<file path="src/rtl/control_if.sv">
// Datapath control interface: opcode/run-enable into the controller, control strobes,
// mux selects and status back out to the datapath.
interface control_if #(
  parameter int OPCODE_WIDTH = 6,
  parameter int CNT_WIDTH    = 16
);
  logic                    c_i_ce;
  logic [OPCODE_WIDTH-1:0] c_i_opcode;
  logic                    c_o_ce;
  logic                    c_o_IRWrite;
  logic                    c_o_PCWrite;
  logic                    c_o_RegDst;
  logic                    c_o_RegWrite;
  logic                    c_o_Branch;
  logic                    c_o_ALUSrc;
  logic [1:0]              c_o_ALUOp;
  logic                    c_o_MemRead;
  logic                    c_o_MemWrite;
  logic                    c_o_MemtoReg;
  logic                    c_o_illegal;
  logic [CNT_WIDTH-1:0]    c_o_retired;

  // The controller is the driving end of the control signals.
  modport master (
    input  c_i_ce, c_i_opcode,
    output c_o_ce, c_o_IRWrite, c_o_PCWrite, c_o_RegDst, c_o_RegWrite, c_o_Branch,
           c_o_ALUSrc, c_o_ALUOp, c_o_MemRead, c_o_MemWrite, c_o_MemtoReg,
           c_o_illegal, c_o_retired
  );

  modport slave (
    output c_i_ce, c_i_opcode,
    input  c_o_ce, c_o_IRWrite, c_o_PCWrite, c_o_RegDst, c_o_RegWrite, c_o_Branch,
           c_o_ALUSrc, c_o_ALUOp, c_o_MemRead, c_o_MemWrite, c_o_MemtoReg,
           c_o_illegal, c_o_retired
  );
endinterface

</file>
<file path="src/rtl/control_fsm.sv">
// Multi-cycle MIPS control unit: sequences FETCH/DECODE/EXEC/MEM/WB per opcode,
// drives datapath control and counts retired instructions.
module control_fsm #(
  parameter int OPCODE_WIDTH = 6,
  parameter int CNT_WIDTH    = 16
) (
  input  logic      c_clk,
  input  logic      c_rst,
  control_if.master bus
);

  localparam logic [OPCODE_WIDTH-1:0] OP_R    = OPCODE_WIDTH'(6'b000000);
  localparam logic [OPCODE_WIDTH-1:0] OP_LW   = OPCODE_WIDTH'(6'b100011);
  localparam logic [OPCODE_WIDTH-1:0] OP_SW   = OPCODE_WIDTH'(6'b101011);
  localparam logic [OPCODE_WIDTH-1:0] OP_ADDI = OPCODE_WIDTH'(6'b001000);
  localparam logic [OPCODE_WIDTH-1:0] OP_BEQ  = OPCODE_WIDTH'(6'b000100);
  localparam logic [OPCODE_WIDTH-1:0] OP_J    = OPCODE_WIDTH'(6'b000010);

  typedef enum logic [3:0] {
    S_IDLE, S_FETCH, S_DECODE, S_EXEC_R, S_WB_R, S_MEM_ADDR, S_MEM_RD, S_WB_MEM,
    S_MEM_WR, S_EXEC_I, S_WB_I, S_BRANCH, S_JUMP
  } state_t;

  typedef struct packed {
    logic       ce;
    logic       ir_write;
    logic       pc_write;
    logic       reg_dst;
    logic       reg_write;
    logic       branch;
    logic       alu_src;
    logic [1:0] alu_op;
    logic       mem_read;
    logic       mem_write;
    logic       mem_to_reg;
  } ctrl_t;

  state_t               state;
  state_t               next_state;
  ctrl_t                ctrl_q;
  logic [CNT_WIDTH-1:0] retired;
  logic                 illegal_op;
  logic                 retire;
  logic                 run;

  // Moore output table; registered so outputs of a state appear the cycle it is held.
  function automatic ctrl_t decode(input state_t s);
    ctrl_t c;
    c    = '0;
    c.ce = (s != S_IDLE);
    case (s)
      S_FETCH:    begin c.ir_write  = 1'b1; c.pc_write   = 1'b1; end
      S_EXEC_R:   c.alu_op = 2'b10;
      S_WB_R:     begin c.reg_dst   = 1'b1; c.reg_write  = 1'b1; end
      S_MEM_ADDR: c.alu_src = 1'b1;
      S_MEM_RD:   c.mem_read = 1'b1;
      S_WB_MEM:   begin c.reg_write = 1'b1; c.mem_to_reg = 1'b1; end
      S_MEM_WR:   begin c.alu_src   = 1'b1; c.mem_write  = 1'b1; end
      S_EXEC_I:   c.alu_src = 1'b1;
      S_WB_I:     c.reg_write = 1'b1;
      S_BRANCH:   begin c.branch    = 1'b1; c.alu_op     = 2'b01; end
      S_JUMP:     c.pc_write = 1'b1;
      default:    ;
    endcase
    return c;
  endfunction

  // NOTE: every variable assigned here gets a default first so no latch is inferred.
  always_comb begin
    next_state = state;
    illegal_op = 1'b0;
    retire     = 1'b0;
    case (state)
      S_IDLE:     next_state = S_FETCH;
      S_FETCH:    next_state = S_DECODE;
      S_DECODE: begin
        case (bus.c_i_opcode)
          OP_R:         next_state = S_EXEC_R;
          OP_LW, OP_SW: next_state = S_MEM_ADDR;
          OP_ADDI:      next_state = S_EXEC_I;
          OP_BEQ:       next_state = S_BRANCH;
          OP_J:         next_state = S_JUMP;
          default: begin
            next_state = S_FETCH;
            illegal_op = 1'b1;
          end
        endcase
      end
      S_MEM_ADDR: next_state = (bus.c_i_opcode == OP_SW) ? S_MEM_WR : S_MEM_RD;
      S_EXEC_R:   next_state = S_WB_R;
      S_MEM_RD:   next_state = S_WB_MEM;
      S_EXEC_I:   next_state = S_WB_I;
      default: begin
        // WB_R, WB_MEM, MEM_WR, WB_I, BRANCH and JUMP close an instruction.
        next_state = S_FETCH;
        retire     = 1'b1;
      end
    endcase
  end

  // NOTE: sequential state uses non-blocking assignments; reset is synchronous to c_clk.
  always_ff @(posedge c_clk) begin
    if (c_rst) begin
      state   <= S_IDLE;
      ctrl_q  <= '0;
      retired <= '0;
    end else if (bus.c_i_ce) begin
      state  <= next_state;
      ctrl_q <= decode(next_state);
      if (retire) retired <= retired + 1'b1;
    end
  end

  // Stall or reset kills the strobes; mux selects keep the frozen state's values.
  assign run = bus.c_i_ce & ~c_rst;

  assign bus.c_o_ce       = ctrl_q.ce        & run;
  assign bus.c_o_IRWrite  = ctrl_q.ir_write  & run;
  assign bus.c_o_PCWrite  = ctrl_q.pc_write  & run;
  assign bus.c_o_RegWrite = ctrl_q.reg_write & run;
  assign bus.c_o_Branch   = ctrl_q.branch    & run;
  assign bus.c_o_MemRead  = ctrl_q.mem_read  & run;
  assign bus.c_o_MemWrite = ctrl_q.mem_write & run;
  assign bus.c_o_RegDst   = ctrl_q.reg_dst;
  assign bus.c_o_ALUSrc   = ctrl_q.alu_src;
  assign bus.c_o_ALUOp    = ctrl_q.alu_op;
  assign bus.c_o_MemtoReg = ctrl_q.mem_to_reg;
  assign bus.c_o_illegal  = illegal_op & run;
  assign bus.c_o_retired  = retired;

endmodule

</file>
<file path="src/flat_wrapper.sv">
// flat-port wrapper written by rule: the top's interface ports become plain ports
module control_fsm_flat 
#(
  parameter int OPCODE_WIDTH = 6,
  parameter int CNT_WIDTH    = 16
)
  (c_clk, c_rst, bus_c_i_ce, bus_c_i_opcode, bus_c_o_ce, bus_c_o_IRWrite, bus_c_o_PCWrite, bus_c_o_RegDst, bus_c_o_RegWrite, bus_c_o_Branch, bus_c_o_ALUSrc, bus_c_o_ALUOp, bus_c_o_MemRead, bus_c_o_MemWrite, bus_c_o_MemtoReg, bus_c_o_illegal, bus_c_o_retired);
  control_if #(.OPCODE_WIDTH(OPCODE_WIDTH), .CNT_WIDTH(CNT_WIDTH)) bus_i ();
  input  logic c_clk;
  input  logic c_rst;
  input wire logic [$bits(bus_i.c_i_ce)-1:0] bus_c_i_ce;
  input wire logic [$bits(bus_i.c_i_opcode)-1:0] bus_c_i_opcode;
  output wire logic [$bits(bus_i.c_o_ce)-1:0] bus_c_o_ce;
  output wire logic [$bits(bus_i.c_o_IRWrite)-1:0] bus_c_o_IRWrite;
  output wire logic [$bits(bus_i.c_o_PCWrite)-1:0] bus_c_o_PCWrite;
  output wire logic [$bits(bus_i.c_o_RegDst)-1:0] bus_c_o_RegDst;
  output wire logic [$bits(bus_i.c_o_RegWrite)-1:0] bus_c_o_RegWrite;
  output wire logic [$bits(bus_i.c_o_Branch)-1:0] bus_c_o_Branch;
  output wire logic [$bits(bus_i.c_o_ALUSrc)-1:0] bus_c_o_ALUSrc;
  output wire logic [$bits(bus_i.c_o_ALUOp)-1:0] bus_c_o_ALUOp;
  output wire logic [$bits(bus_i.c_o_MemRead)-1:0] bus_c_o_MemRead;
  output wire logic [$bits(bus_i.c_o_MemWrite)-1:0] bus_c_o_MemWrite;
  output wire logic [$bits(bus_i.c_o_MemtoReg)-1:0] bus_c_o_MemtoReg;
  output wire logic [$bits(bus_i.c_o_illegal)-1:0] bus_c_o_illegal;
  output wire logic [$bits(bus_i.c_o_retired)-1:0] bus_c_o_retired;
  assign bus_i.c_i_ce = bus_c_i_ce;
  assign bus_i.c_i_opcode = bus_c_i_opcode;
  assign bus_c_o_ce = bus_i.c_o_ce;
  assign bus_c_o_IRWrite = bus_i.c_o_IRWrite;
  assign bus_c_o_PCWrite = bus_i.c_o_PCWrite;
  assign bus_c_o_RegDst = bus_i.c_o_RegDst;
  assign bus_c_o_RegWrite = bus_i.c_o_RegWrite;
  assign bus_c_o_Branch = bus_i.c_o_Branch;
  assign bus_c_o_ALUSrc = bus_i.c_o_ALUSrc;
  assign bus_c_o_ALUOp = bus_i.c_o_ALUOp;
  assign bus_c_o_MemRead = bus_i.c_o_MemRead;
  assign bus_c_o_MemWrite = bus_i.c_o_MemWrite;
  assign bus_c_o_MemtoReg = bus_i.c_o_MemtoReg;
  assign bus_c_o_illegal = bus_i.c_o_illegal;
  assign bus_c_o_retired = bus_i.c_o_retired;
  control_fsm #(.OPCODE_WIDTH(OPCODE_WIDTH), .CNT_WIDTH(CNT_WIDTH)) u_core (.c_clk(c_clk), .c_rst(c_rst), .bus(bus_i));
endmodule
</file>
<file path="config.mk">
export PLATFORM = sky130hd
export DESIGN_NAME = control_fsm_flat
export DESIGN_NICKNAME = d
export VERILOG_FILES = /design/src/rtl/control_if.sv /design/src/rtl/control_fsm.sv /design/src/flat_wrapper.sv
export SDC_FILE = /design/constraint.sdc
export NUM_CORES = 1
export LEC_CHECK = 0
export ABC_CLOCK_PERIOD_IN_PS = 2100
export BUFFER_PORTS_ARGS = -buffer_cell sky130_fd_sc_hd__buf_2
export CELL_PAD_IN_SITES_DETAIL_PLACEMENT = 1
export CELL_PAD_IN_SITES_GLOBAL_PLACEMENT = 1
export CORE_MARGIN = 4
export CORE_UTILIZATION = 30
export CTS_CLUSTER_DIAMETER = 40
export DETAILED_ROUTE_END_ITERATION = 6
export HOLD_SLACK_MARGIN = 0.03
export PLACE_DENSITY = 0.69
export REMOVE_ABC_BUFFERS = 1
export SYNTH_ARGS = -nofsm -noshare
export SYNTH_HDL_FRONTEND = slang
export SYNTH_SLANG_ARGS = --single-unit
</file>
<file path="constraint.sdc">
create_clock -name c_clk -period 2.1 [get_ports c_clk]
set_clock_uncertainty 0.15 [all_clocks]
set_input_delay 0.42 -clock c_clk [delete_from_list [all_inputs] [get_ports c_clk]]
set_output_delay 0.42 -clock c_clk [all_outputs]
set_load 0.05 [all_outputs]
</file>
# Word-level counts from Yosys, hierarchy flattened
# Cells that the tools add are included.
[totals]
out_inout_bits = 29
input_bits = 9
register_bits = 32
word_cells = 72
[op_classes]
reduce_logical = 10
n_eq_ne = 22
mux = 15
add_sub_neg = 1
bitwise_logic = 11
[ops]
columns = ["op", "n"]
rows = [
  ["$eq A4 B3 Y1 const B", 6],
  ["$eq A4 B4 Y1 const B", 6],
  ["$pmux W4 S6", 1],
  ["$pmux W4 S5", 1],
  ["$add A16 B1 Y16 const B", 1],
  ["$eq A4 B2 Y1 const B", 3],
  ["$eq A6 B6 Y1 const B", 2],
  ["$mux W1", 11],
  ["$and A1 B1 Y1", 9],
  ["$eq A4 B1 Y1 const B", 2],
  ["$reduce_or A7 Y1", 1],
  ["$eq A6 B2 Y1 const B", 1],
  ["$eq A6 B3 Y1 const B", 1],
  ["$eq A6 B4 Y1 const B", 1],
  ["$logic_not A6 Y1", 1],
  ["$reduce_or A3 Y1", 2],
  ["$reduce_or A6 Y1", 1],
  ["$logic_not A4 Y1", 1],
  ["$mux W4", 1],
  ["$pmux W2 S2", 1],
  ["$reduce_bool A4 Y1", 1],
  ["$reduce_or A2 Y1", 2],
  ["$not A1 Y1", 2],
  ["$reduce_and A2 Y1", 1],
]

# Longest topological paths before layout
# Gate-level depths: netlist of run 1.
[depth]
ltp_word = 7
mapped_depth = 7
ltp_nobuf = 6

# Worst setup path before layout of run 1
# No wires, ideal clock.
[synth_path]
path_type = "input -> output"
from = "in bus_c_i_ce"
to = "out bus_c_o_illegal"
path_stages = 4
required_time_ns = 1.530
arrival_ns = 1.998
path_buffers = 1
slack_ns = -0.468
path_cell_list = "buf_4 nor2b_1 nand2_1 nor3_1"
[synth_between]
elab_chain_len = 2
[synth_lines]
columns = ["element", "line_no", "source"]
rows = [
  ["start: declaration", "flat_wrapper.sv:11", "input wire logic [$bits(bus_i.c_i_ce)-1:0] bus_c_i_ce;"],
  ["$and A1 B1 Y1", "control_fsm.sv:115", "assign run = bus.c_i_ce & ~c_rst;"],
  ["$and A1 B1 Y1", "control_fsm.sv:128", "assign bus.c_o_illegal = illegal_op & run;"],
  ["end: declaration", "flat_wrapper.sv:24", "output wire logic [$bits(bus_i.c_o_illegal)-1:0] bus_c_o_illegal;"],
]
# No other way between the ends.

# Final worst setup path of run 1
[layout_path]
from = "in bus_c_i_opcode[0]"
to = "out bus_c_o_illegal"
[layout_between]
elab_chain_len = 5
elab_cells_between_ends = 10
classes_between = "eq/ne: 5; mux: 2; bitwise: 1; reduce/logical: 2"
[layout_lines]
columns = ["element", "line_no", "source"]
rows = [
  ["start: declaration", "flat_wrapper.sv:12", "input wire logic [$bits(bus_i.c_i_opcode)-1:0] bus_c_i_opcode;"],
  ["$eq A6 B6 Y1, or another cell as far along", "control_fsm.sv:77", "case (bus.c_i_opcode)"],
  ["$reduce_or A6 Y1 (no line) (*)", "--", ""],
  ["$mux W1 (*)", "control_fsm.sv:77", ""],
  ["$mux W1 (*)", "control_fsm.sv:73", "case (state)"],
  ["$and A1 B1 Y1 (*)", "control_fsm.sv:128", ""],
]
# Every way passes the cells marked *; elsewhere a longest branch is shown, timed or not.

==> results of run 1 <==
[how the worst max path moves through the flow]
| stage | start | to | slack (ps) | cells after the start |
|---|---|---|---|---|
| finish | bus_c_i_opcode[0] | bus_c_o_illegal | 110 | 5 |
| global route | bus_c_i_opcode[2] | u_core.bus.c_o_ALUSrc$_SDFFE_PP0P_ | 40 | 6 |
| CTS | u_core.state[1]$_SDFFE_PP0P_ | bus_c_o_illegal | 40 | 5 |
| detailed placement | bus_c_i_opcode[2] | u_core.bus.c_o_ALUSrc$_SDFFE_PP0P_ | -170 | 6 |
| global placement | bus_c_i_opcode[2] | u_core.bus.c_o_ALUSrc$_SDFFE_PP0P_ | -140 | 6 |
| floorplan | u_core.state[1]$_SDFFE_PP0P_ | bus_c_o_illegal | -360 | 4 |
[layout by cell type, fill, tap and decap left out, types with 3 or more instances in the layout]
| master | instances |
|---|---|
| a21oi_1 | 7 |
| and2_1 | 7 |
| and4_1 | 3 |
| buf_2 | 36 |
| buf_4 | 27 |
| clkbuf_8 | 5 |
| dfxtp_1 | 30 |
| mux2i_1 | 5 |
| nand2_1 | 19 |
| nand3_1 | 6 |
| nand3b_1 | 4 |
| nand4_1 | 4 |
| nor2_1 | 31 |
| nor3_1 | 8 |
| xnor2_1 | 4 |
| xor2_1 | 13 |
[routing by layer]
| layer | track usage | routed length, um | part of all wire |
|---|---|---|---|
| met1 | 0.183 | 2030 | 0.47 |
| met2 | 0.224 | 2030 | 0.47 |
| met3 | 0.0249 | 155 | 0.036 |
| met4 | 0.0664 | 89 | 0.021 |
| met5 | 0 | 0 | 0 |
[state kept, by name, indices dropped and copies added, names as in the netlist]
signal	flops
u_core.ctrl_q	7
u_core.bus.c_o_ALUOp	2
u_core.bus.c_o_MemtoReg	1
u_core.bus.c_o_ALUSrc	1
u_core.bus.c_o_RegDst	1
u_core.bus.c_o_retired	16
u_core.state	4
[kinds of logic (layout without fill, tap and decap cells)]
family	count (synthesis)	after routing
AO/OA/AOI/OAI	26	26
XOR/XNOR	17	17
adder cells (fa/ha/maj)	1	1
buffers and inverters	13	72
flip-flops	32	32
multiplexers	5	5
AND/OR/NAND/NOR	97	97
[cell usage after synthesis, types with 3 or more instances]
cell	number	area [um2]
buf_4	8	60.1
and4_1	3	26.3
nand3b_1	4	30.0
nand2_1	19	71.3
mux2i_1	5	50.1
a21oi_1	7	35.0
xor2_1	13	114
dfxtp_1	32	641
nand3_1	6	30.0
xnor2_1	4	35.0
and2_1	7	43.8
nand4_1	4	25.0
nor2_1	31	116
nor3_1	9	45.0
[critical path, delay by kind of cell]
family          cells  cell delay, ps
simple gates        2             510
buf+inv             2             300
compound gates      1             210
[final cells by class]
cell class                 instances  area, um2  share of cell area
clock buffer                       6       72.6              0.0335
timing repair buffer              63        383               0.177
clock inverter                     2       35.0              0.0162
multi-input combinational        146        938               0.434
tap                               70       87.6              0.0405
inverter                           1       3.75             0.00174
sequential                        32        643               0.297
[power by group through the flow]
stage,Combinational (mW),Clock (mW),Sequential (mW)
floorplan,0.0650,0,0.645
finish,0.151,0.580,0.625
CTS,0.152,0.602,0.624
global placement,0.148,0,0.637
global route,0.166,0.633,0.626
detailed placement,0.150,0,0.638
[per-stage QoR]
step           instance area [um2]  worst slack, ps  instances  hold slack [ps]   util
3_5_place_dp                  2040             -166        312              281  0.390
4_1_cts                       2160             41.5        320              291  0.412
5_1_grt                       2160             38.0        320              335  0.413
2_1_floorplan                 1570             -356        179              265      -
6_report                      2160              106        320              288  0.413
3_3_place_gp                  2040             -137        312              290  0.390
==> out/qor.yml, run 1 <==
logic_synthesis:
  synth_seq_cells: 32
  synth-compound-area-share: 0.127
  synthMuxAreaShare: 0.0302
  seq_area_frac_synth: 0.387
  syn_area_um2: 1660
  synthSimpleGateAreaFrac: 0.306
  synth_top_family_by_area: "simple AND/OR/NAND/NOR gates"
  synth_xor_area_frac: 0.0899
  synthCells: 191
  synth.distinct_cells: 45
  syn_area_per_cell_um2: 8.67
  synthArstFlopShare: 0
  synthAdderAreaFrac: 0.00755
  synth_flop_cell: "dfxtp_1"
  yosys_warnings: 0
  synth_edf_count: 0
worst_setup_path:
  r2r_setup_slack_ps: 110
  start_kind: "input port"
  end_kind: "primary output"
  critPathKind: "in -> out"
  crit_chain: "buf_2, or3_1, a211oi_2, nor3_1, buf_4"
  cpPeakStageDelay_ps: 430
  arrival_ps: 1420
  cpMaxStageDelayCell: "or3_1"
  cp.required_ps: 1530
  cp_max_fo: 3
  reg2reg_depth: 6
  reg2reg_to: "u_core.ctrl_q[9]$_SDFFE_PP0P_"
  regToRegStartpoint: "u_core.state[2]$_SDFFE_PP0P_"
global_routing:
  grt_usage: 0.141
  grt_pass1_wl_mm: 7.39
  grt_overflow: 0
  antenna_found_initial: 0
  grt_pass1_vias: 1598
  grt_max_degree: 30
floorplanning:
  die_area_um2: 6770
  die_w_um: 82.3
  start_util: 0.316
  io_pins: 38
  rows: 26
  fp.dieH_um: 82.3
  core_area_um2: 5240
finish:
  drive_above_1_share: 0.332
  nets: 259
  area.growth.synth_to_final_pct: 30.6
  fillers: 645
  antenna_cells: 0
power:
  finalPower_mw: 1.35
  swShare: 0.237
  p_comb_frac: 0.111
  vdd_drop_max_mv: 0.273
  power_per_cell_area_nw_per_um2: 626
  power.internal_mw: 1.03
  clkPwrFrac: 0.428
  p_sw_mw: 0.322
  p_leak_nw: 1.01
  pwr-share-seq: 0.461
min_path:
  min_path_type: "reg -> reg"
  holdPathEnd: "u_core.bus.c_o_ALUOp[0]$_SDFFE_PP0P_"
  min_from: "u_core.bus.c_o_ALUOp[0]$_SDFFE_PP0P_"
  holdPathStages: 2
timing:
  maxSlewHeadroom: 0.761
  hold_viol: 0
  setup_viol: 0
  grt_setup_unrepaired: "false"
  fin_crit_sh: 0.949
  tightest_slew_ps: 357
  fmax_mhz: 502
  min_period_ps: 1990
  final_max_slew_viol_count: 0
  timing.setup.tns_ps: 0
place:
  gp_congestion: 0.762
  portBuffers: 37
  place_hpwl_mm: 3.28
clocking:
  cts_tree: "done"
  postCtsHoldBufs: 0
  clk_pin_slew_ps: 70
  cts.repair.resized: 2
  cts-root-buf: "clkbuf_8"
  clk_latency_ps: 290
  cts_buffer_depth: 2
  cts_setup_buffers: 0
  numCtsBuffers: 5
  cts_max_level: 2
  cts.sinks: 32
flow_run:
  maxCapViolations: 0
routing:
  drc: 0
  routed_wl_mm: 4.31
  vias_per_cell: 4.85
  wl_per_cell_um: 13.5
  drtAntennaViolNets: 0
  num_vias: 1552
  drt_iter0_markers: 80
  drt-pass1-iter-count: 4
outcome:
  outcome: "complete, no violations"
Power figures use the tool's default switching activity.
==> run 2: changes to the inputs <==
Settings changed: REMOVE_ABC_BUFFERS 1 to unset.
==> run 2 against run 1 <==
Effect of this change:
- combinational power about the same
- register-to-register slack improved by 40 ps
- power hardly changed
- sequential cell count did not move
- routed wire length grew 3.4%
- worst hold slack worse by 2.1 ps
- clock-buffer cell count unchanged
- largest cell class unchanged
- core utilization increased by 0.74 points
- die area stayed put
- via count shrank 1.3%
- cell area is 1.8% higher
==> out/qor.yml, run 2 (synthesis results as in run 1) <==
clocking:
  cts_tree: "done"
  cts_setup_buffers: 0  # unchanged
  cts.sinks: 32  # unchanged
  clk_latency_ps: 280  # about the same
  clk_pin_slew_ps: 60  # about the same
  cts_buffer_depth: 2  # unchanged
  cts-root-buf: "clkbuf_8"
  cts_max_level: 2  # unchanged
  numCtsBuffers: 5  # unchanged
timing:
  final_max_slew_viol_count: 0  # unchanged
  fin_crit_sh: 0.977  # +0.0279
  setup_viol: 0  # unchanged
  min_period_ps: 2050  # +58.5 ps
  timing.setup.tns_ps: 0  # unchanged
  hold_viol: 0  # unchanged
  fmax_mhz: 487  # -2.9%
  maxSlewHeadroom: 0.730  # -0.0310
  grt_setup_unrepaired: "false"
  tightest_slew_ps: 401  # +44.2 ps
routing:
  wl_per_cell_um: 13.8  # +2.7%
  num_vias: 1532  # -1.3%
  drtAntennaViolNets: 0  # unchanged
  drt-pass1-iter-count: 4  # unchanged
  routed_wl_mm: 4.45  # +3.4%
  drt_iter0_markers: 69  # -14%
  vias_per_cell: 4.76  # -1.9%
  drc: 0  # unchanged
place:
  place_hpwl_mm: 3.36  # +2.4%
  placed_area_um2: 2070  # +1.3%
  portBuffers: 37  # unchanged
  dp.cells: 314  # +0.64%
  gp_congestion: 0.732  # -3.9%
power:
  p_leak_nw: 1.03  # +1.7%
  power_per_cell_area_nw_per_um2: 616  # -1.7%
  finalPower_mw: 1.36  # about the same
  vdd_drop_max_mv: 0.357  # +31%
min_path:
  min_path_type: "reg -> reg"
  min_from: "u_core.bus.c_o_ALUOp[0]$_SDFFE_PP0P_"
  holdPathEnd: "u_core.bus.c_o_ALUOp[0]$_SDFFE_PP0P_"
  holdPathStages: 2  # unchanged
worst_setup_path:
  reg2reg_depth: 6  # unchanged
  reg2reg_to: "u_core.ctrl_q[9]$_SDFFE_PP0P_"
  cp_max_fo: 5  # +2
  cp_num_buf_inv: 3  # +1
  cpMaxStageDelayCell: "or3_4"
  critical_path.top_delay_family: "simple AND/OR/NAND/NOR gates"
  cp.required_ps: 1530  # about the same
  r2r_setup_slack_ps: 150  # +40 ps
  end_kind: "primary output"
  arrival_ps: 1480  # +60 ps
  start_kind: "input port"
  cpPeakStageDelay_ps: 400  # -30 ps
  regToRegStartpoint: "u_core.state[3]$_SDFFE_PP0P_"
  critPathKind: "in -> out"
  critPathLaunch: "bus_c_i_opcode[5]"
  crit_chain: "buf_2, or3_4, a211oi_2, buf_4, nor3_4, buf_6"
finish:
  nets: 261  # +0.77%
  largest_reg_flops: 16  # unchanged
  antenna_cells: 0  # unchanged
  area.growth.synth_to_final_pct: 32.9
  final_cell_mix: "buf_2, nor2_1, dfxtp_1, buf_4, nand2_1"
  final_common_cell: "buf_2"
  drive_above_1_share: 0.345  # +0.0132
  fin_cells: 322  # +0.63%
  fin_area_um2: 2200  # +1.8%
floorplanning:
  die_w_um: 82.3  # unchanged
  fp.dieH_um: 82.3  # unchanged
  io_pins: 38  # unchanged
  rows: 26  # unchanged
  core_area_um2: 5240  # unchanged
  start_util: 0.316  # unchanged
  die_area_um2: 6770  # unchanged
global_routing:
  grt_pass1_wl_mm: 7.45  # +0.85%
  grt_max_degree: 30  # unchanged
  grt_overflow: 0  # unchanged
  grt_pass1_vias: 1549  # -3.1%
  grt_usage: 0.143  # +0.00194
  antenna_found_initial: 0  # unchanged
logic_synthesis:
  syn-num-nets: 201
outcome:
  outcome: "complete, no violations"
flow_run:
  maxCapViolations: 0  # unchanged
run 2: layout make-up:
type,count,area (um2)
multi-input cells,146,960
clock inverters,2,35.0
inverters,1,3.75
fillers,655,3040
flip-flops and latches,32,642
well taps,70,87.6
clock buffers,6,72.6
repair buffers,65,402
run 2: worst max-delay path by stage:
stage | end | slack [ps] | cells past startpoint
3_5_place_dp | u_core.ctrl_q[9]$_SDFFE_PP0P_ | -130 | 7
2_1_floorplan | u_core.bus.c_o_retired[15]$_SDFFE_PP0P_ | 30 | 6
4_1_cts | u_core.bus.c_o_retired[5]$_SDFFE_PP0P_ | 8 | 7
5_1_grt | bus_c_o_illegal | 10 | 6
3_3_place_gp | u_core.ctrl_q[9]$_SDFFE_PP0P_ | -70 | 7
6_report | bus_c_o_illegal | 50 | 6
run 2: report_power, final:
group          switching (mW)  total [mW]  internal, mW
registers             0.00617       0.624         0.617
logic                  0.0887       0.151        0.0626
clock network           0.229       0.581         0.352
run 2: worst reg2reg max path, delay by kind of cell, from the launching register on:
family	cells	cell delay, ps
and+or+nand+nor	3	450
AOI/OAI and AO/OA	3	790
DFF	1	480
run 2: per-layer routing:
layer / global-route usage / vias up / wire length [um]
met4: 0.0249 / 0 / 0
li1: - / 785 / -
met5: 0 / - / 0
met3: 0.0347 / 0 / 177
met1: 0.182 / 720 / 2170
met2: 0.246 / 27 / 2110
run 2: per-stage QoR:
stage | utilization | setup slack (ps) | hold slack [ps]
after global routing | 0.420 | 9.60 | 334
after detailed placement | 0.395 | -126 | 281
final | 0.420 | 47.6 | 286
after CTS | 0.419 | 8.07 | 291
after floorplan | - | 27.5 | 265
after global placement | 0.395 | -75.0 | 277
run 2: what timing repair did:
item / CTS / global route
hold buffers: 0 / 0
setup endpoints to repair: 1 / 10
resized for setup: 4 / 3
